[src/rtl/week_5_logic_reducer.sv]
// Streaming frame reducer: folds FRAME_LEN words of WIDTH bits with OR/AND/XOR/NOR
// and offers one registered result word per frame on a valid/ready output.
module week_5_logic_reducer #(
    parameter int WIDTH     = 8,
    parameter int FRAME_LEN = 4
) (
    input  logic             clk,
    input  logic             rst,
    input  logic [1:0]       mode,
    input  logic             in_valid,
    output logic             in_ready,
    input  logic [WIDTH-1:0] in_data,
    output logic             out_valid,
    input  logic             out_ready,
    output logic [WIDTH-1:0] out_data,
    output logic             out_any,
    output logic             busy
);

    localparam int CW = $clog2(FRAME_LEN) + 1;
    localparam logic [CW-1:0] LAST_CNT = CW'(FRAME_LEN - 1);

    typedef enum logic [1:0] {
        IDLE  = 2'd0,
        ACCUM = 2'd1,
        DONE  = 2'd2
    } state_t;

    state_t           state_q, state_d;
    logic [WIDTH-1:0] acc_q, acc_d;
    logic [CW-1:0]    cnt_q, cnt_d;
    logic [1:0]       mode_q, mode_d;
    logic [WIDTH-1:0] folded;

    // NOR folds like OR; the inversion is applied only on the output side
    always_comb begin
        case (mode_q)
            2'b01:   folded = acc_q & in_data;
            2'b10:   folded = acc_q ^ in_data;
            default: folded = acc_q | in_data;
        endcase
    end

    always_ff @(posedge clk) begin
        if (rst) begin
            state_q <= IDLE;
            acc_q   <= '0;
            cnt_q   <= '0;
            mode_q  <= 2'b00;
        end else begin
            state_q <= state_d;
            acc_q   <= acc_d;
            cnt_q   <= cnt_d;
            mode_q  <= mode_d;
        end
    end

    always_comb begin
        state_d   = state_q;
        acc_d     = acc_q;
        cnt_d     = cnt_q;
        mode_d    = mode_q;
        in_ready  = 1'b0;
        out_valid = 1'b0;
        busy      = 1'b1;
        case (state_q)
            IDLE: begin
                in_ready = 1'b1;
                busy     = 1'b0;
                if (in_valid) begin
                    acc_d   = in_data;
                    mode_d  = mode;
                    cnt_d   = CW'(1);
                    state_d = (FRAME_LEN == 1) ? DONE : ACCUM;
                end
            end
            ACCUM: begin
                in_ready = 1'b1;
                if (in_valid) begin
                    acc_d = folded;
                    cnt_d = cnt_q + CW'(1);
                    if (cnt_q == LAST_CNT) begin
                        state_d = DONE;
                    end
                end
            end
            DONE: begin
                out_valid = 1'b1;
                if (out_ready) begin
                    cnt_d   = '0;
                    state_d = IDLE;
                end
            end
            default: begin
                busy    = 1'b0;
                state_d = IDLE;
            end
        endcase
    end

    // Result comes only from registers so it stays stable under backpressure
    assign out_data = (mode_q == 2'b11) ? ~acc_q : acc_q;
    assign out_any  = |out_data;

endmodule

[config.mk]
export PLATFORM = sky130hd
export DESIGN_NAME = week_5_logic_reducer
export DESIGN_NICKNAME = d
export VERILOG_FILES = /design/src/rtl/week_5_logic_reducer.sv
export SDC_FILE = /design/constraint.sdc
export NUM_CORES = 1
export LEC_CHECK = 0
export BUFFER_PORTS_ARGS = -buffer_cell sky130_fd_sc_hd__buf_2
export CAP_MARGIN = 10
export CORE_UTILIZATION = 36
export CTS_CLUSTER_SIZE = 24
export DETAILED_ROUTE_END_ITERATION = 12
export SETUP_SLACK_MARGIN = 0.2
export SKIP_LAST_GASP = 1
export SLEW_MARGIN = 20
export SYNTH_ARGS = -nofsm -noshare
export SYNTH_HDL_FRONTEND = slang
export SYNTH_SLANG_ARGS = --single-unit
[constraint.sdc]
create_clock -name clk -period 2.4 [get_ports clk]
set_clock_uncertainty 0.05 [all_clocks]
set_input_delay 0.6 -clock clk [delete_from_list [all_inputs] [get_ports clk]]
set_output_delay 0.6 -clock clk [all_outputs]
set_load 0.02 [all_outputs]
==> impl_metrics.json, run 1 <==
{
  "holdPathStages": 2,
  "routed_wl_mm": 2.928,
  "yosysTopAreaCellShare": 0.2554,
  "powerDensity_mw_per_mm2": 900.0,
  "yosys_warnings": 0,
  "synthMuxAreaShare": 0.01514,
  "synth_xor_area_frac": 0.05298,
  "regToRegSetupSlack_ns": 0.51,
  "die_width_um": 62.61,
  "synth_nets": 205,
  "cts_sinks": 15,
  "routed-wl-met3_um": 154,
  "ir_drop_uv": 442.1,
  "critical_path_buf_inv_count": 1,
  "viasPerCell": 5.095,
  "numCtsBuffers": 3,
  "yosys.area_share.simple": 0.1741,
  "postLayoutCoreUtil": 0.4476,
  "drv_slew": 0,
  "ys.flop_type": "dfxtp_1",
  "hp-class": "flop to flop",
  "rsz0062_at_grt": "yes",
  "grt_pass1_vias": 1126,
  "critical_path_class": "flop to output port",
  "routed-wl-met2_mm": 1.328,
  "crit_path_max_fanout": 5,
  "die_h_um": 62.61,
  "start_util": 0.3872,
  "htreeDepth": 1,
  "stdcell_area_mm2": 0.001529,
  "ys_seq_elements": 15,
  "drive_above_1_share": 0.2043,
  "synth_top_cell_by_area": "ha_1",
  "reg2reg_to": "acc_q[5]",
  "drc_errors": 0,
  "placed_area_mm2": 0.001483,
  "final_nets": 228,
  "min_from": "cnt_q[1]",
  "synth_adder_area_share": 0.2554,
  "synth.avg_cell_area_um2": 8.064,
  "yosysUniqueCellTypes": 27,
  "syn_inst": 164,
  "fp.coreArea_mm2": 0.003416,
  "antenna_found_initial": 0,
  "grt_overflow": 0,
  "critPathMaxStageDelay_ns": 0.36,
  "yosysMostFrequentCell": "ha_1",
  "cp.arrival_ns": 1.49,
  "top_signal_layer_used": "met4",
  "area_growth_syn_to_layout_pct": 15.61,
  "cp_top_family": "flip-flops",
  "cts_tree": "done",
  "syn_area_mm2": 0.001323,
  "clock.fmax_mhz": 466.8,
  "hold_path_end": "cnt_q[1]",
  "path_cells": "ha_4 -> xor2_1 -> nor4_1 -> nand2_1 -> buf_2",
  "status": "finished, final reports clean",
  "clk_path_buf_depth": 2,
  "synth_top_family_by_area": "adder cells",
  "power_leakage_nw": 0.7694,
  "ys_async_sr_fraction": 0,
  "clock_latency_ns": 0.28,
  "slew_headroom": 0.6496,
  "finalSetupTns_ns": 0,
  "port_buffers": 25,
  "timing.rr.start": "state_q[1]",
  "slowest_stage": "dfxtp_2",
  "fin_crit_sh": 0.8925,
  "rows": 21,
  "critPathCaptureType": "output port",
  "startpoint_type": "flop",
  "grt_pass1_wl_mm": 5.071,
  "ant_nets": 0,
  "hold_buffers": 0,
  "grtUsageTotal": 0.1585,
  "io_pins": 26,
  "synth_compound_area_frac": 0.1845,
  "total_power_mw": 1.376,
  "required_ns": 1.75,
  "ys_seq_area_frac": 0.2271,
  "worstMarginPinSlew_ns": 0.5256,
  "drtIter0Drc": 50,
  "hold_viol": 0,
  "setup_viol": 0,
  "synth_edf_count": 0,
  "clkSlewWorstSetupHoldPaths_ns": 0.09,
  "via_count": 1182,
  "wl_per_cell_um": 12.62,
  "synthTopCellsByCount": "ha_1, inv_1, dfxtp_1",
  "gp_congestion": 0.7406,
  "drt_first_pass_iters": 4,
  "maxCapViolCount": 0,
  "die-area_mm2": 0.003920,
  "n_antenna_cell": 0,
  "hpwl_mm": 2.141,
  "cts_root_buffer": "clkbuf_4",
  "r2r_cells": 6,
  "post-route-min-period_ns": 2.142,
  "yosys-top-cells-area": "ha_1, dfxtp_1, inv_1",
  "grt_start_max_net_pins": 18,
  "wl_met1_mm": 1.424
}
logic make-up (layout without fill, tap and decap cells):
group,Yosys count,count (layout)
muxes,2,2
adders and majority gates,27,27
AOI/OAI and AO/OA,34,34
and+or+nand+nor,47,47
xor gates and xnor gates,8,8
buffers and inverters,31,53
DFF,15,15
cell type report:
cell class | count | area (um2)
sequential | 15 | 305.3
multi-input combinational | 118 | 917.1
timing repair buffer | 27 | 140.1
tap | 46 | 57.56
clock buffer | 4 | 26.28
inverter | 22 | 82.58
fill | 354 | 1887
registers in the layout (all words and copies together), names as in the netlist:
name and cells:
state_q 2, cnt_q 3, mode_q 2, acc_q 8
report_power, final:
part	internal [mW]	total [mW]	switching [mW]
Sequential	0.321	0.409	0.0879
Clock	0.0645	0.148	0.0832
Combinational	0.329	0.819	0.490
Total	0.715	1.38	0.661
worst max-delay path by stage:
stage	from	to	slack, ns	depth (start not counted)
floorplan	mode_q[0]	out_any	0.31	5
global placement	state_q[1]	acc_q[5]	0.44	6
detailed placement	state_q[1]	acc_q[5]	0.40	6
CTS	mode_q[1]	out_any	0.15	5
global route	mode_q[0]	out_any	0.17	5
finish	mode_q[0]	out_any	0.26	5
worst reg2reg max path, stage by stage, from the launching register on:
cell	delay, ns
dfxtp_2	0.35
inv_1	0.12
ha_2	0.33
o21a_1	0.49
o21ai_0	0.18
a31oi_1	0.18
nor3_1	0.07
layer usage:
layer  GRT usage  up-vias
li1            -      604
met1      0.2067      548
met2      0.2527       26
met3     0.04197        4
met4     0.04942        0
met5           0        -
cell usage in the layout, fill, tap and decap left out, drive strengths merged:
cell and count:
ha 27, buf 27, inv 22, dfxtp 15, nand2 13, o21ai 9, nor2 9, xor2 8
a221o 8, a31oi 8, nor3 8, nand2b 7, a21oi 5, clkbuf 4, nand3 3, nand4 2
mux2i 2, or2 1, and3 1, nor4 1, o21a 1, nor2b 1, a211oi 1, a21o 1
a311oi 1, nand4b 1
stage by stage:
stage	std cells	hold WS, ns	setup slack (ns)
after floorplan	164	0.3959	0.3141
after global routing	232	0.4550	0.1747
final	232	0.4304	0.2580
after global placement	228	0.4060	0.4421
after detailed placement	228	0.4176	0.4033
after CTS	232	0.4336	0.1488
what timing repair did:
item	CTS	global route
resized for setup	2	5
pin swaps	0	0
setup buffers	0	0
setup endpoints to repair	6	6
(Power assumes the default switching activity.)
==> run 2, diff against run 1 <==
--- a/config.mk
+++ b/config.mk
@@ -5,6 +5,7 @@
 export SDC_FILE = /design/constraint.sdc
 export NUM_CORES = 1
 export LEC_CHECK = 0
+export ABC_AREA = 1
 export BUFFER_PORTS_ARGS = -buffer_cell sky130_fd_sc_hd__buf_2
 export CAP_MARGIN = 10
 export CORE_UTILIZATION = 36
==> run 2 against run 1 <==
Critical path depth grew 2. Critical endpoint unchanged. Synthesized cell count grew 34%. Worst setup slack gained 0.035 ns. Hold slack gained 0.019 ns. Utilization grew 0.79 points. Count of clock-buffer cells in the layout shrank 1. Sequential power grew 9.0%. Die area grew 6.0%. Register-to-register slack gained 0.25 ns.
==> impl_metrics.json, run 2 <==
{
  "grt_pass1_vias": 1248,
  "clk_path_buf_depth": 2,
  "regMostFlops": "acc_q",
  "crit_path_start": "mode_q[1]",
  "grt_pass1_wl_mm": 5.485,
  "grtUsageTotal": 0.1703,
  "swShare": 0.5111,
  "post-route-min-period_ns": 2.107,
  "ys_seq_area_frac": 0.2137,
  "cts_root_buffer": "clkbuf_8",
  "drt_first_pass_iters": 4,
  "routed_wl_mm": 3.382,
  "synth_nets": 261,
  "placed_area_mm2": 0.001565,
  "timing.rr.start": "mode_q[0]",
  "pre_cts_ws_ns": 0.3175,
  "fp.coreArea_mm2": 0.003689,
  "power_leakage_nw": 0.8882,
  "viasPerCell": 4.672,
  "drv_slew": 0,
  "setup_ws_ns": 0.2933,
  "ir_drop_uv": 494.3,
  "total_power_mw": 1.801,
  "hp-class": "flop to flop",
  "rows": 22,
  "synth.avg_cell_area_um2": 6.387,
  "cts_sinks": 15,
  "syn_inst": 220,
  "antenna_found_initial": 0,
  "via_count": 1369,
  "die_width_um": 64.48,
  "ys_async_sr_fraction": 0,
  "wl_per_cell_um": 11.54,
  "startpoint_type": "flop",
  "r2r_cells": 6,
  "drive_above_1_share": 0.1837,
  "clock.fmax_mhz": 474.7,
  "fin_crit_sh": 0.8778,
  "synth_top_cell_by_area": "ha_1",
  "grt_start_max_net_pins": 16,
  "comb_power_share": 0.633,
  "n_antenna_cell": 0,
  "ys.flop_type": "dfxtp_1",
  "synth_edf_count": 0,
  "die-area_mm2": 0.004157,
  "p_switching_mw": 0.9204,
  "setup_viol": 0,
  "die_h_um": 64.48,
  "reg_top3": "acc_q x8, cnt_q x3",
  "fin_cells": 293,
  "ys_seq_elements": 15,
  "cp.arrival_ns": 1.46,
  "cts_tree": "done",
  "finalSetupTns_ns": 0,
  "port_buffers": 25,
  "slew_headroom": 0.7014,
  "critPathCaptureType": "output port",
  "gp_congestion": 0.7601,
  "syn_area_mm2": 0.001405,
  "powerDensity_mw_per_mm2": 1072,
  "clkSlewWorstSetupHoldPaths_ns": 0.07,
  "area_growth_syn_to_layout_pct": 19.59,
  "yosys-top-cells-area": "ha_1, dfxtp_1, nand2_1",
  "status": "finished, final reports clean",
  "numCtsBuffers": 3,
  "yosysTopAreaCellShare": 0.2404,
  "p_int_mw": 0.8802,
  "drtIter0Drc": 29,
  "yosysMostFrequentCell": "nand2_1",
  "ant_nets": 0,
  "largest_reg_flops": 8,
  "clockPowerShare": 0.119,
  "final_nets": 287,
  "grt_overflow": 0,
  "place_inst": 288,
  "yosys_warnings": 0,
  "htreeDepth": 1,
  "maxCapViolCount": 0,
  "crit_path_max_fanout": 6,
  "mostFrequentLayoutCells": "nand2_1, inv_1, nor2_1, ha_1, buf_2",
  "required_ns": 1.75,
  "io_pins": 26,
  "worstMarginPinSlew_ns": 0.4475,
  "stdcell_area_mm2": 0.001680,
  "drc_errors": 0,
  "rsz0062_at_grt": "no",
  "start_util": 0.3809,
  "yosysUniqueCellTypes": 17,
  "seqPwrFrac": 0.248,
  "clock_latency_ns": 0.26,
  "holdPathStages": 2,
  "synthTopCellsByCount": "nand2_1, inv_1, nor2_1",
  "min_from": "cnt_q[1]",
  "hold_viol": 0,
  "critical_path_class": "flop to output port",
  "final_common_cell": "nand2_1",
  "hpwl_mm": 2.459
}
run 2: routing by layer:
layer  vias up  GRT usage  wire length [um]
li1        728          -                 -
met1       605     0.2053              1630
met2        32     0.2974              1528
met3         4    0.03521               189
met4         0    0.05833                34
met5         -          0                 0
run 2: repair_timing:
| action | 4_1_cts | 5_1_grt |
|---|---|---|
| resized for setup | 2 | 9 |
| pin swaps | 0 | 3 |
| buffers inserted | 0 | 1 |
| hold buffers | 0 | 0 |
| hold endpoints to repair | 0 | 0 |
| endpoints found under the setup margin | 1 | 1 |
run 2: cells by family (layout without fill, tap and decap cells):
group           count (synthesis)  count (layout)  synth area share
xor+xnor                        4               4           0.02493
fa+ha+maj                      27              27            0.2404
compound gates                 32              32            0.1167
flops                          15              15            0.2137
simple gates                   99              99            0.2823
buf+inv                        43              68            0.1220
run 2: worst paths after layout:
check	to	slack, ns
setup / recovery	out_any	0.29
hold / removal	cnt_q[1]	0.45
setup reg to reg	acc_q[7]	0.76
hold reg to reg	cnt_q[1]	0.45
run 2: through the flow:
step,utilization,hold WS (ns)
after floorplan,-,0.4056
after global placement,0.4244,0.4374
after detailed placement,0.4244,0.4418
after CTS,0.4403,0.4583
after global routing,0.4556,0.4711
final,0.4556,0.4498
run 2: area by class of cell:
cell class	count	area, um2
Fill cell	414	2008
Clock inverter	1	5.005
Clock buffer	3	41.29
Timing Repair Buffer	27	158.9
Inverter	37	138.9
Sequential cell	15	302.8
Multi-Input combinational cell	162	973.4
Tap cell	48	60.06
run 2: power by group through the flow:
stage	Combinational, mW	Clock [mW]	Sequential (mW)
after floorplan	0.826	0	0.411
final	1.14	0.215	0.446
after CTS	1.10	0.222	0.437
after global placement	1.09	0	0.439
after detailed placement	1.09	0	0.438
after global routing	1.29	0.235	0.459
run 2: critical path, stage by stage, from the launching register on:
cell and delay [ns]:
dfxtp_2 0.34, ha_4 0.18, buf_12 0.14, xnor2_1 0.17, nand2_1 0.08, nor2_1 0.08
nand2_1 0.07, buf_6 0.13
